`src/rtl/vcpu_pkg.sv`:
```
// Shared vcpu definitions: default datapath widths and the program loader state encoding.
package vcpu_pkg;

    localparam int VCPU_ADDR_WIDTH = 16;
    localparam int VCPU_DATA_WIDTH = 8;

    typedef enum logic [2:0] {
        IDLE,
        LOAD,
        CKSUM,
        RUN,
        ERROR
    } loaderState_t;

endpackage

```
`src/rtl/vcpu_mem_port_mux.sv`:
```
// Single-port memory owner select: the CPU drives memory when it owns the port, otherwise the loader does.
module vcpu_mem_port_mux #(
    parameter int ADDR_WIDTH = 16,
    parameter int DATA_WIDTH = 8
) (
    input  logic                  cpuOwns,
    input  logic                  cpuWe,
    input  logic [ADDR_WIDTH-1:0] cpuAddress,
    input  logic [DATA_WIDTH-1:0] cpuData,
    input  logic                  loaderWe,
    input  logic [ADDR_WIDTH-1:0] loaderAddress,
    input  logic [DATA_WIDTH-1:0] loaderData,
    output logic                  mem_we,
    output logic [ADDR_WIDTH-1:0] mem_address,
    output logic [DATA_WIDTH-1:0] mem_data
);

    assign mem_we      = cpuOwns ? cpuWe      : loaderWe;
    assign mem_address = cpuOwns ? cpuAddress : loaderAddress;
    assign mem_data    = cpuOwns ? cpuData    : loaderData;

endmodule

```
`src/rtl/vcpu_mem_loader.sv`:
```
// Streams a program image into memory while holding the CPU in reset, then hands the port to the CPU.
// Optional trailer checksum verification is enabled by defining VCPU_LOADER_CHECKSUM_EN.
module vcpu_mem_loader
    import vcpu_pkg::*;
#(
    parameter int ADDR_WIDTH = VCPU_ADDR_WIDTH,
    parameter int DATA_WIDTH = VCPU_DATA_WIDTH,
    parameter int LEN_WIDTH  = ADDR_WIDTH + 1
) (
    input  logic                  clk,
    input  logic                  reset,
    input  logic                  start,
    input  logic [ADDR_WIDTH-1:0] load_base,
    input  logic [LEN_WIDTH-1:0]  load_len,
    input  logic                  in_valid,
    input  logic [DATA_WIDTH-1:0] in_data,
    output logic                  in_ready,
    output logic                  cpu_reset,
    output logic                  busy,
    output logic                  done,
    output logic                  error,
    input  logic                  cpu_mem_we,
    input  logic [ADDR_WIDTH-1:0] cpu_mem_address,
    input  logic [DATA_WIDTH-1:0] cpu_mem_data,
    output logic [DATA_WIDTH-1:0] cpu_mem_q,
    output logic                  mem_we,
    output logic [ADDR_WIDTH-1:0] mem_address,
    output logic [DATA_WIDTH-1:0] mem_data,
    input  logic [DATA_WIDTH-1:0] mem_q
);

`ifdef VCPU_LOADER_CHECKSUM_EN
    localparam loaderState_t POST_LOAD = CKSUM;
`else
    localparam loaderState_t POST_LOAD = RUN;
`endif

    loaderState_t          state;
    loaderState_t          nextState;
    logic [ADDR_WIDTH-1:0] addr;
    logic [LEN_WIDTH-1:0]  count;
    logic                  cpuResetReg;
    logic                  busyReg;
    logic                  doneReg;
    logic                  startLoad;
    logic                  xfer;
    logic                  loaderWe;

`ifdef VCPU_LOADER_CHECKSUM_EN
    logic [DATA_WIDTH-1:0] sum;
    logic [DATA_WIDTH-1:0] sumNext;
    logic                  errorReg;

    assign sumNext = sum + in_data;
    assign error   = errorReg;
`else
    assign error = 1'b0;
`endif

    assign in_ready  = (state == LOAD) || (state == CKSUM);
    assign loaderWe  = in_valid && (state == LOAD);
    assign cpu_reset = cpuResetReg;
    assign busy      = busyReg;
    assign done      = doneReg;
    assign cpu_mem_q = mem_q;

    // Start is honoured from every resting state, so a running CPU can be reloaded in place.
    always_comb begin
        nextState = state;
        startLoad = 1'b0;
        xfer      = 1'b0;
        case (state)
            LOAD: begin
                if (in_valid) begin
                    xfer = 1'b1;
                    if (count == LEN_WIDTH'(1)) begin
                        nextState = POST_LOAD;
                    end
                end
            end
`ifdef VCPU_LOADER_CHECKSUM_EN
            CKSUM: begin
                if (in_valid) begin
                    nextState = (sumNext == '0) ? RUN : ERROR;
                end
            end
`endif
            default: begin
                if (start) begin
                    startLoad = 1'b1;
                    nextState = (load_len == '0) ? POST_LOAD : LOAD;
                end
            end
        endcase
    end

    always_ff @(posedge clk or negedge reset) begin
        if (!reset) begin
            state       <= IDLE;
            addr        <= '0;
            count       <= '0;
            cpuResetReg <= 1'b0;
            busyReg     <= 1'b0;
            doneReg     <= 1'b0;
`ifdef VCPU_LOADER_CHECKSUM_EN
            sum         <= '0;
            errorReg    <= 1'b0;
`endif
        end else begin
            state       <= nextState;
            cpuResetReg <= (nextState == RUN);
            doneReg     <= (nextState == RUN);
            busyReg     <= (nextState == LOAD) || (nextState == CKSUM);
`ifdef VCPU_LOADER_CHECKSUM_EN
            errorReg    <= (nextState == ERROR);
`endif
            if (startLoad) begin
                addr  <= load_base;
                count <= load_len;
`ifdef VCPU_LOADER_CHECKSUM_EN
                sum   <= '0;
`endif
            end else if (xfer) begin
                addr  <= addr + 1'b1;
                count <= count - 1'b1;
`ifdef VCPU_LOADER_CHECKSUM_EN
                sum   <= sumNext;
`endif
            end
        end
    end

    vcpu_mem_port_mux #(
        .ADDR_WIDTH(ADDR_WIDTH),
        .DATA_WIDTH(DATA_WIDTH)
    ) portMux (
        .cpuOwns      (state == RUN),
        .cpuWe        (cpu_mem_we),
        .cpuAddress   (cpu_mem_address),
        .cpuData      (cpu_mem_data),
        .loaderWe     (loaderWe),
        .loaderAddress(addr),
        .loaderData   (in_data),
        .mem_we       (mem_we),
        .mem_address  (mem_address),
        .mem_data     (mem_data)
    );

endmodule

```
`config.mk`:
```
export PLATFORM = sky130hd
export DESIGN_NAME = vcpu_mem_loader
export DESIGN_NICKNAME = d
export VERILOG_FILES = /design/src/rtl/vcpu_pkg.sv /design/src/rtl/vcpu_mem_port_mux.sv /design/src/rtl/vcpu_mem_loader.sv
export SDC_FILE = /design/constraint.sdc
export NUM_CORES = 1
export LEC_CHECK = 0
export BUFFER_PORTS_ARGS = -buffer_cell sky130_fd_sc_hd__buf_2
export CAP_MARGIN = 20
export CORE_MARGIN = 5
export CORE_UTILIZATION = 35
export CTS_CLUSTER_DIAMETER = 80
export CTS_CLUSTER_SIZE = 14
export DETAILED_ROUTE_END_ITERATION = 10
export GPL_TIMING_DRIVEN = 1
export PLACE_DENSITY_LB_ADDON = 0.1
export SLEW_MARGIN = 15
export SYNTH_ARGS = -nofsm -noshare
export SYNTH_HDL_FRONTEND = slang
export SYNTH_SLANG_ARGS = --single-unit
```
`constraint.sdc`:
```
create_clock -name clk -period 2.4 [get_ports clk]
set_input_delay 0.24 -clock clk [delete_from_list [all_inputs] [get_ports clk]]
set_output_delay 0.24 -clock clk [all_outputs]
set_load 0.01 [all_outputs]
```
# [Word-level counts from Yosys, hierarchy flattened]
# Cells that the tools add are included.
[classes] addsub=2 n_eq_ne=7 n_mux=16 n_reduce_logical=5
[ops] op="16-bit 2-to-1 mux" count=3
[ops] op="17-bit 2-to-1 mux" count=2
[ops] op="17-bit by 1-bit == test with 1-bit output (second input constant)" count=1
[ops] op="17-bit logical NOT" count=1
[ops] op="17-bit by 1-bit subtractor with 17-bit output (second input constant)" count=1
[ops] op="16-bit by 1-bit adder with 16-bit output (second input constant)" count=1
[ops] op="3-bit by 2-bit == test with 1-bit output (second input constant)" count=4
[ops] op="3-bit 2-to-1 mux" count=4
[ops] op="8-bit 2-to-1 mux" count=1
[ops] op="3-bit by 1-bit == test with 1-bit output (second input constant)" count=2
[ops] op="1-bit 2-to-1 mux" count=5
[ops] op="1-bit logical OR" count=2
[ops] op="2-bit 2-to-1 mux" count=1
[ops] op="2-bit nonzero test" count=1
[ops] op="1-bit logical AND" count=1
[totals] ff_bits=38 input_bits=78 output_inout_bits=38 wordCells=35

# [Logic depth before layout (Yosys ltp)]
# Gate-level depths: netlist of the first run.
[depth] ltp_word=6 depth_mapped=8

# [Hierarchy]
# A second synthesis of the first run with hierarchy kept.
[hier_totals] hier_cells=269 hier_area_um2=2615.0
[modules_own_cells] mod="vcpu_mem_loader" n_inst=1 cells_each=241 area_each_um2=2207.1
[modules_own_cells] mod="vcpu_mem_port_mux" n_inst=1 cells_each=28 area_each_um2=407.9

# [Worst setup path before layout of the first run]
# No wires, ideal clock.
[synth_timing] kind="register to register" start="reg count[7]" end="reg count[14]" setup_ns=0.140 arrival_ns=1.581 t_required_ns=2.260 path_slack_ns=0.678 stages_incl_launch_ff=6 path_buffers=0 cell_sequence="dfrtp_1 > or4_4 > nor3_2 > nand3_2 > o311ai_1 > o211ai_1"
[synth_between] elab_chain_len=3
[synth_rtl] item="from (decl)" line_no="vcpu_mem_loader.sv:41" rtl="logic [LEN_WIDTH-1:0] count;"
[synth_rtl] item="from (signal assigned)" line_no="vcpu_mem_loader.sv:119" rtl="count <= load_len;"
[synth_rtl] item="from (signal assigned)" line_no="vcpu_mem_loader.sv:125" rtl="count <= count - 1'b1;"
[synth_rtl] item="17-bit by 1-bit subtractor with 17-bit output" line_no="vcpu_mem_loader.sv:125"
[synth_rtl] item="17-bit 2-to-1 mux" line_no="vcpu_mem_loader.sv:123" rtl="end else if (xfer) begin"
[synth_rtl] item="17-bit 2-to-1 mux" line_no="vcpu_mem_loader.sv:117" rtl="if (startLoad) begin"
# No other way between the ends. The select of a mux whose other input is x is not followed.
# A chain may end at the register's enable or synchronous reset.

# [Worst setup path after layout of the first run]
[layout_timing] start="reg state[1]" end="out mem_we"
[layout_between] elab_chain_len=3 word_cells_on_any_way=4 classes_between="eq/ne (2); mux (1); reduce/logical (1)"
[layout_rtl] item="from (decl)" line_no="vcpu_mem_loader.sv:38" rtl="loaderState_t state;"
[layout_rtl] item="from (signal assigned)" line_no="vcpu_mem_loader.sv:110" rtl="state <= nextState;"
[layout_rtl] item="3-bit by 1-bit == test with 1-bit output" line_no="vcpu_mem_loader.sv:61" rtl="assign loaderWe = in_valid && (state == LOAD);"
[layout_rtl] item="1-bit logical AND" line_no="vcpu_mem_loader.sv:61"
[layout_rtl] item="1-bit 2-to-1 mux (*)" line_no="vcpu_mem_port_mux.sv:18" rtl="assign mem_we = cpuOwns ? cpuWe : loaderWe;"
[layout_rtl] item="to (decl)" line_no="vcpu_mem_loader.sv:26" rtl="output logic mem_we,"
# Every way passes the cells marked *; elsewhere a longest branch is shown, timed or not.

==> summary.txt, run 1 <==
CP Class: reg2out
PD cells: 747 mW/mm^2
combinational family with the most area after synthesis: simple AND/OR/NAND/NOR gates
Syn Nets: 349
Clock Path Buffers: 2
Netlist cell types: 53
Buf+Inv Stages, Crit Path: 2
slowest stage delay, CP: 490 ps
input/output buffers: 98
routed vias/inst: 5.38
post-synth top area cell: dfrtp_1
Tightest Pin Transition: 885 ps
Non-Filler Instances: 451
Worst Path Max Fanout: 22
initial drt markers: 177
post-synthesis mux area share: 11.3%
I/O pin count: 116
hold_buf cts: 0
Fin Clk Skew: 5.96 ps
Max-Cap Viols: 0
full die area: 0.00918 sq mm
Congestion Overflow GR: 0
R2R Path Start: state[1]$_DFF_PN0_
Post-Synthesis Cells: 268
fin crit share: 84.4%
# nets final: 432
# rows: 31
EDFF count, synth: 0
DR WL/cell: 16.5 um
cell area after synthesis: 0.00258 sq mm
post-cts sizing count: 0
Core ar.: 0.00721 sq mm
Final setup violation count: 0
critical path's top delay family: flip-flops
DPL Wire Length: 5.42 mm
crit path DAT: 1790 ps
Post-synth top cells: dfrtp_1, nand2_1, mux2_2
Layout area overhead: 23.5%
Lkg Pwr: 1.48 nW
detailed-route DRC error count: 0
Inst Count DP: 443
Syn. warnings: 0
critical-path cell list: nand4bb_4 > buf_4 > o21ai_0 > buf_2
Initial Util: 35.7%
first-pass GRT wire length: 11.8 mm
PnR worst setup slack: 374 ps
maximum vdd drop: 351 uV
Synth Flop Type: dfrtp_1
Die H: 95.8 um
drt pass-1 iters: 4
xor-xnor portion of the synthesized cell area: 0.340%
total wire length: 7.45 mm
CP required: 2160 ps
Post-Synth Simple-Gate Area: 22.0%
Crit. End Element: output pin
Clk Latency, worst-skew pair: 290 ps
RD Place Congestion: 0.794
crit path time final: 2030 ps
via count: 2,427
Slew Viols, Final: 0
fmax: 494 MHz
ANT nets after route: 0
Worst Setup SP: state[1]$_DFF_PN0_
most common cell in the netlist: dfrtp_1
Root Buffer: clkbuf_8
number of synthesized register bits: 38
post-synthesis adder-cell area fraction: 1.46%
CP Launch Type: flip-flop
Hold Vio Cnt, Final: 0
Slew Limit Headroom: 41.0%
DP Worst Slack: 481 ps
H-tree depth: 2
GRT Total Usage: 16.3%
register area share after synthesis: 36.9%
antenna cell count: 0
reg-to-reg setup timing slack: 480 ps
dominant cells by area after synthesis: dfrtp_1, mux2_2, a221o_1, nand2_1, buf_4
TNS Setup: 0 ps
CTS Sinks: 38
clock-pin slew on the worst setup and hold paths: 80 ps
CTS tree: done
number of global-route vias before repair: 2,394
Synth Area in Compound Gates: 21.3%
Total Power: 2.38 mW
layout cells sized above 1: 42.9%
Hold Path Class: in2async
Die X: 95.8 um
initial antenna violation count: 0
largest net degree at the start of global routing: 39
Setup Buffers After CTS: 0
synthesized area per cell: 9.62 sq um
top-area cell type share of the netlist area: 36.9%
total CTS buffers: 5
status: complete, no violations
ys async rst share: 100%
RSZ-0062 raised after global routing: no
Worst path slowest cell: dfrtp_1
## cell usage in the layout (no fill, tap or decap), types with 5 or more instances in the layout
cell type	n
clkbuf_8	5
buf_4	6
nor2_1	10
a21oi_1	5
nand3_1	11
nor4_1	5
nand2_1	29
o311ai_1	9
buf_2	98
mux2_2	24
o211ai_1	12
a221o_1	11
dfrtp_1	38
o21ai_0	17
## logic make-up (layout without fill, tap and decap cells)
group           after synthesis  count (layout)
simple gates                 94              94
buf+inv                      31             115
mux                          26              26
fa+ha+maj                     3               3
xor+xnor                      1               1
flops                        38              38
compound gates               74              74
other cells                   1               1
## final cells by class
| type | instances | area (sq um) |
|---|---|---|
| timing repair buffer | 104 | 536 |
| fill | 764 | 4030 |
| tap | 99 | 124 |
| sequential | 38 | 951 |
| clock buffer | 5 | 68.8 |
| multi-input combinational | 199 | 1460 |
| inverter | 3 | 11.3 |
| clock inverter | 3 | 40.0 |
## worst paths after layout
| check | end | cells past startpoint |
|---|---|---|
| worst max-delay path | mem_we | 4 |
| worst min-delay path | done$_DFF_PN0_ | 1 |
| worst max register to register | addr[15]$_DFFE_PN0P_ | 4 |
| worst min register to register | count[16]$_DFFE_PN0P_ | 2 |
| max in group asynchronous | count[4]$_DFFE_PN0P_ | 1 |
| min in group clk | addr[8]$_DFFE_PN0P_ | 3 |
## routing by layer
layer | wire [um] | part of all wire (%) | GRT usage (%) | vias up
li1 | - | - | - | 1187
met1 | 3410 | 46 | 23.3 | 1163
met2 | 3470 | 47 | 25.4 | 75
met3 | 536 | 7.2 | 3.75 | 2
met4 | 32 | 0.43 | 3.20 | 0
met5 | 0 | 0 | 0 | -
## registers in the layout, indices dropped and copies added, names as in the netlist
register  flops
done          1
addr         16
busy          1
state         3
count        17
## through the flow
step	util [%]	instance area [sq um]	hold slack, ps
finish	44.2	3190	67.2
global route	44.2	3190	144
CTS	44.2	3190	101
detailed placement	42.6	3080	429
global placement	42.6	3080	427
floorplan	-	2580	-55.6
## worst reg2reg max path: stages, from the launching register on
cell and delay, ps:
dfrtp_1 490, nand4bb_4 460, buf_4 310, or4_1 510, nand3_1 80
## where the power goes
group | internal (mW) | switching (mW)
clock | 0.306 | 0.243
sequential | 0.811 | 0.206
combinational | 0.409 | 0.404
total | 1.53 | 0.853
Note: power is estimated with default switching activity, not from simulation.
==> run 2: changes to the inputs <==
==> constraint.sdc (replaced) <==
create_clock -name clk -period 1.93 [get_ports clk]
set_input_delay 0.193 -clock clk [delete_from_list [all_inputs] [get_ports clk]]
set_output_delay 0.193 -clock clk [all_outputs]
set_load 0.01 [all_outputs]
==> run 2 against run 1 <==
Against the previous run:
- sequential share of layout area decreased by 1.5 points
- die area did not move
- global-route usage shrank 0.060 points
- clock skew grew 1.7 ps
- core utilization grew 2.4 points
- routed wire length is 0.81% higher
- critical path depth is 1 higher
- power increased by 23%
- final cell count increased by 4.7%
- final area rose by 5.4%
- hold slack improved by 56 ps
- register-to-register slack worse by 450 ps
==> summary.txt, run 2 (same netlist as run 1, synthesis figures left out) <==
status: complete, no violations (unchanged)
via count: 2,477 (was 2,427)
DR WL/cell: 15.9 um (was 16.5 um)
Slew Viols, Final: 0 (unchanged)
first-pass GRT wire length: 11.8 mm (about the same)
RD Place Congestion: 0.801 (was 0.794)
Seq pwr share: 41.9% (was 42.7%)
initial drt markers: 113 (was 177)
Root Buffer: clkbuf_8 (unchanged)
fin crit share: 98.2%
number of global-route vias before repair: 2,410 (was 2,394)
crit path DAT: 2040 ps (was 1790 ps)
GRT Total Usage: 16.3% (about the same)
Comb power frac: 40.1% (was 34.2%)
Clk Latency, worst-skew pair: 280 ps (was 290 ps)
initial antenna violation count: 0 (unchanged)
Initial Util: 35.7% (unchanged)
Final setup violation count: 0 (unchanged)
routed vias/inst: 5.25 (was 5.38)
CP Launch Type: flip-flop (unchanged)
Tightest Pin Transition: 521 ps (was 885 ps)
CTS tree: done (unchanged)
fmax: 528 MHz
switching part of the total: 36.0% (was 35.9%)
number of flip-flops in the largest register: 17 (unchanged)
maximum vdd drop: 380 uV (was 351 uV)
total CTS buffers: 5 (unchanged)
full die area: 0.00918 sq mm (unchanged)
Hold Vio Cnt, Final: 0 (unchanged)
DP Worst Slack: -33.5 ps (was 481 ps)
CP required: 2070 ps (was 2160 ps)
Design Area, Final: 0.00336 sq mm (was 0.00319 sq mm)
Slew Limit Headroom: 65.3% (was 41.0%)
commonest cells after routing, fill and taps aside: buf_2, dfrtp_1, nand2_1 (unchanged)
I/O pin count: 116 (unchanged)
commonest non-fill, non-tap cell in the layout: buf_2 (unchanged)
total wire length: 7.51 mm (was 7.45 mm)
Fin Clk Skew: 7.71 ps (was 5.96 ps)
crit path time final: 1900 ps
Inst Count DP: 460 (was 443)
PnR worst setup slack: 34.4 ps (was 374 ps)
Die X: 95.8 um (unchanged)
placed instance area: 0.00323 sq mm (was 0.00308 sq mm)
DPL Wire Length: 5.58 mm (was 5.42 mm)
P_sw: 1.06 mW (was 0.853 mW)
clock-pin slew on the worst setup and hold paths: 80 ps (about the same)
ANT nets after route: 0 (unchanged)
largest net degree at the start of global routing: 39 (unchanged)
Total Power: 2.94 mW (was 2.38 mW)
Int Pwr: 1.88 mW (was 1.53 mW)
Core ar.: 0.00721 sq mm (unchanged)
RSZ-0062 raised after global routing: yes (was no)
Lkg Pwr: 1.59 nW (was 1.48 nW)
# nets final: 454 (was 432)
Non-Filler Instances: 472 (was 451)
Worst Path Max Fanout: 4 (was 22)
clock network fraction of total power: 18.0% (was 23.1%)
Max-Cap Viols: 0 (unchanged)
Die H: 95.8 um (unchanged)
H-tree depth: 2 (unchanged)
Clock Path Buffers: 2 (unchanged)
post-layout util: 46.5% (was 44.2%)
PD cells: 875 mW/mm^2 (was 747 mW/mm^2)
Layout area overhead: 30.2% (was 23.5%)
input/output buffers: 98 (unchanged)
Congestion Overflow GR: 0 (unchanged)
antenna cell count: 0 (unchanged)
Hold Path Class: in2reg (was in2async)
Regs by FF count: count (17), addr (16), state (3) (unchanged)
Crit. End Element: flip-flop (was output pin)
Top reg by flops: count (unchanged)
CP Class: reg2reg (was reg2out)
# rows: 31 (unchanged)
drt pass-1 iters: 4 (unchanged)
layout cells sized above 1: 45.6% (was 42.9%)
detailed-route DRC error count: 0 (unchanged)
CTS Sinks: 38 (unchanged)
[run 2: changes by cell type in the layout (fill, tap and decap cells not counted), sizes merged]
cell	delta
clkinv	-2
buf	+21
dlygate4sd3	+1
bufinv	-1
clkbuf	+2
[run 2: final cells by class]
type	instances	area, sq um
repair buffers	126	732
fillers	732	3860
inverters	3	11.3
clock buffers	7	76.3
flip-flops and latches	38	951
well taps	99	124
multi-input cells	199	1460
[run 2: worst max-delay path, stage by stage (launching register included)]
cell and delay, ps:
dfrtp_1 400, or4_4 570, nor3_2 220, nand3_2 150
o311ai_1 270, o211ai_1 140
[run 2: worst paths after layout]
kind                                        from               endpoint  slack [ps]  cells past startpoint
setup reg to reg            count[7]$_DFFE_PN0P_  count[14]$_DFFE_PN0P_          30                      5
setup / recovery            count[7]$_DFFE_PN0P_  count[14]$_DFFE_PN0P_          30                      5
hold reg to reg            count[16]$_DFFE_PN0P_  count[16]$_DFFE_PN0P_         520                      2
min in group asynchronous                  reset    addr[1]$_DFFE_PN0P_         510                      3
max in group asynchronous                  reset   addr[14]$_DFFE_PN0P_        1070                      3
hold / removal                      load_base[8]    addr[8]$_DFFE_PN0P_         120                      3
[run 2: through the flow]
| step | hold slack [ps] | TNS [ps] |
|---|---|---|
| final | 123 | 0 |
| after global routing | 115 | -52.7 |
| after CTS | 115 | 0 |
| after detailed placement | 294 | -48.7 |
| after global placement | 297 | 0 |
| after floorplan | -103 | 0 |
[run 2: repair_timing]
item | in CTS | in global routing
hold buffers | 1 | 0
setup buffers | 0 | 4
setup endpoints to repair | 3 | 11
pin swaps | 0 | 4
endpoints found under the hold margin | 38 | 0
resized for setup | 1 | 2
[run 2: power groups by stage]
| stage | Sequential [mW] | Combinational [mW] | Clock, mW |
|---|---|---|---|
| after detailed placement | 1.25 | 1.11 | 0 |
| after global routing | 1.27 | 1.32 | 0.578 |
| after CTS | 1.24 | 1.12 | 0.552 |
| final | 1.23 | 1.18 | 0.529 |
| after floorplan | 1.20 | 0.743 | 0 |
| after global placement | 1.25 | 1.10 | 0 |
[run 2: routing by layer]
metal	GRT usage, %	vias up	wire, um
li1	-	1226	-
met1	23.0	1170	3490
met2	25.6	79	3570
met3	3.28	2	424
met4	3.79	0	30
met5	0	-	0
==> run 3: changes to the inputs <==
--- a/config.mk
+++ b/config.mk
@@ -7,7 +7,6 @@
 export LEC_CHECK = 0
 export BUFFER_PORTS_ARGS = -buffer_cell sky130_fd_sc_hd__buf_2
 export CAP_MARGIN = 20
-export CORE_MARGIN = 5
 export CORE_UTILIZATION = 35
 export CTS_CLUSTER_DIAMETER = 80
 export CTS_CLUSTER_SIZE = 14
==> run 3 against run 2 <==
Against the previous run:
- sequential share of layout area down 1.2 points
- hold slack lost 7.2 ps
- power rose by 3.1%
- critical path depth increased by 1
- sequential cell count unchanged
- combinational power up 4%
- maximum frequency increased by 0.15%
- final cell count unchanged
- count of clock-buffer cells in the layout did not move
- critical path type is now reg2out
==> summary.txt, run 3 (same netlist as run 1, synthesis figures left out) <==
P_sw: 1.07 mW (was 1.06 mW)
I/O pin count: 116 (unchanged)
layout cells sized above 1: 46.8% (was 45.6%)
PD cells: 862 mW/mm^2 (was 875 mW/mm^2)
switching part of the total: 35.4% (was 36.0%)
clock-pin slew on the worst setup and hold paths: 80 ps (about the same)
Hold WS: 116 ps (was 123 ps)
total wire length: 7.41 mm (was 7.51 mm)
DPL Wire Length: 5.29 mm (was 5.58 mm)
critical-path cell list: buf_6 > nand3b_1 > buf_12 > buf_6 > mux2_2 > buf_2 (was or4_4 > nor3_2 > nand3_2 > o311ai_1 > o211ai_1)
initial drt markers: 95 (was 113)
M1 GR Usage: 25.7% (was 23.0%)
CTS Sinks: 38 (unchanged)
drt pass-1 iters: 4 (unchanged)
Worst path slowest cell: dfrtp_1 (was or4_4)
first-pass GRT wire length: 11.0 mm (was 11.8 mm)
Root Buffer: clkbuf_8 (unchanged)
placed instance area: 0.00323 sq mm (about the same)
Layout area overhead: 36.3% (was 30.2%)
# rows: 30 (was 31)
Congestion Overflow GR: 0 (unchanged)
status: complete, no violations (unchanged)
Slew Viols, Final: 0 (unchanged)
Initial Util: 37.1% (was 35.7%)
ANT nets after route: 0 (unchanged)
Hold Vio Cnt, Final: 0 (unchanged)
TNS Setup: 0 ps (unchanged)
commonest cells after routing, fill and taps aside: buf_2, dfrtp_1, nand2_1 (unchanged)
detailed-route DRC error count: 0 (unchanged)
total CTS buffers: 5 (unchanged)
Clk Latency, worst-skew pair: 280 ps (about the same)
grt peak-use layer: met2 (unchanged)
CP Launch Type: flip-flop (unchanged)
multi-input logic area: 0.00147 sq mm (was 0.00146 sq mm)
full die area: 0.00771 sq mm (was 0.00918 sq mm)
number of global-route vias before repair: 2,265 (was 2,410)
Max-Cap Viols: 0 (unchanged)
RSZ-0062 raised after global routing: yes (unchanged)
number of flip-flops in the largest register: 17 (unchanged)
CP most frequent cell: buf_6
CP required: 1740 ps (was 2070 ps)
GRT Total Usage: 18.5% (was 16.3%)
RD Place Congestion: 0.834 (was 0.801)
commonest non-fill, non-tap cell in the layout: buf_2 (unchanged)
crit path DAT: 1700 ps (was 2040 ps)
initial antenna violation count: 0 (unchanged)
antenna cell count: 0 (unchanged)
maximum vdd drop: 366 uV (was 380 uV)
H-tree depth: 2 (unchanged)
Fin Clk Skew: 7.66 ps (was 7.71 ps)
Sequential Area: 953 sq um (was 951 sq um)
CP Class: reg2out (was reg2reg)
Int Pwr: 1.96 mW (was 1.88 mW)
DR WL/cell: 15.7 um (was 15.9 um)
PnR worst setup slack: 37.3 ps (was 34.4 ps)
Seq pwr share: 40.7% (was 41.9%)
Crit. End Element: output pin (was flip-flop)
Total Power: 3.03 mW (was 2.94 mW)
Final setup violation count: 0 (unchanged)
met2 usage: 29.6% (was 25.6%)
# nets final: 456 (was 454)
via count: 2,514 (was 2,477)
clock network fraction of total power: 18.7% (was 18.0%)
Core ar.: 0.00694 sq mm (was 0.00721 sq mm)
Die X: 87.8 um (was 95.8 um)
Clock Path Buffers: 2 (unchanged)
Top reg by flops: count (unchanged)
routed vias/inst: 5.33 (was 5.25)
# fillers: 629 (was 732)
crit path time final: 1890 ps (was 1900 ps)
CTS tree: done (unchanged)
fmax: 528 MHz (about the same)
Design Area, Final: 0.00352 sq mm (was 0.00336 sq mm)
largest net degree at the start of global routing: 26 (was 39)
met3 usage: 3.39% (was 3.28%)
Comb power frac: 40.6% (was 40.1%)
Hold Path Class: in2reg (unchanged)
Regs by FF count: count (17), addr (16), state (3) (unchanged)
input/output buffers: 98 (unchanged)
DP Worst Slack: 95.9 ps (was -33.5 ps)
fin crit share: 98.1% (was 98.2%)
Lkg Pwr: 1.65 nW (was 1.59 nW)
Worst Path Max Fanout: 6 (was 4)
slowest stage delay, CP: 400 ps (was 570 ps)
Die H: 87.8 um (was 95.8 um)
-- run 3: changes by cell type in the layout (fill, tap and decap cells not counted), moves of 2 or more --
cell and change:
mux2_2 -2, dfrtp_1 -2, buf_2 -12, buf_6 +13, buf_4 -2, mux2_4 +2
clkbuf_16 +2, dfrtp_2 +2
-- run 3: worst max-delay path: cells and delay by family (launching register included) --
family	cells	cell delay, ps
and+or+nand+nor	1	120
DFF	1	400
muxes	1	340
buffers and inverters	4	550
-- run 3: layout make-up --
type | instances | area share, %
timing repair buffer | 128 | 24.8
multi-input combinational | 199 | 41.7
clock buffer | 7 | 2.46
tap | 96 | 3.42
sequential | 38 | 27.1
inverter | 3 | 0.320
clock inverter | 1 | 0.142
-- run 3: final timing paths --
kind / to / slack, ps / startpoint / cells after the start
max: mem_address[13] / 40 / state[1]$_DFF_PN0_ / 6
min: addr[10]$_DFFE_PN0P_ / 120 / load_base[10] / 3
max reg2reg: count[14]$_DFFE_PN0P_ / 90 / count[7]$_DFFE_PN0P_ / 5
min reg2reg: count[16]$_DFFE_PN0P_ / 510 / count[16]$_DFFE_PN0P_ / 2
max in group asynchronous: addr[1]$_DFFE_PN0P_ / 1060 / reset / 3
min in group asynchronous: count[14]$_DFFE_PN0P_ / 380 / reset / 2
-- run 3: metal layers --
| layer | up-vias | share of wire, % |
|---|---|---|
| met5 | - | 0 |
| met4 | 0 | 1.1 |
| met3 | 7 | 4.3 |
| met2 | 68 | 47 |
| met1 | 1203 | 47 |
| li1 | 1236 | - |
-- run 3: power by group through the flow --
stage	combinational [mW]	sequential, mW	clock (mW)
final	1.23	1.23	0.565
after global routing	1.36	1.27	0.620
after CTS	1.14	1.23	0.581
after detailed placement	1.14	1.24	0
after global placement	1.12	1.23	0
after floorplan	0.743	1.20	0
-- run 3: repair_timing --
item	4_1_cts	5_1_grt
hold endpoints to repair	17	0
resized for setup	0	18
setup endpoints to repair	0	14
buffers inserted	0	3
hold buffers	1	0
-- run 3: stage by stage --
stage | util, % | instances
floorplan | - | 268
global placement | 46.5 | 457
detailed placement | 46.5 | 457
CTS | 47.9 | 466
global route | 50.6 | 472
finish | 50.6 | 472
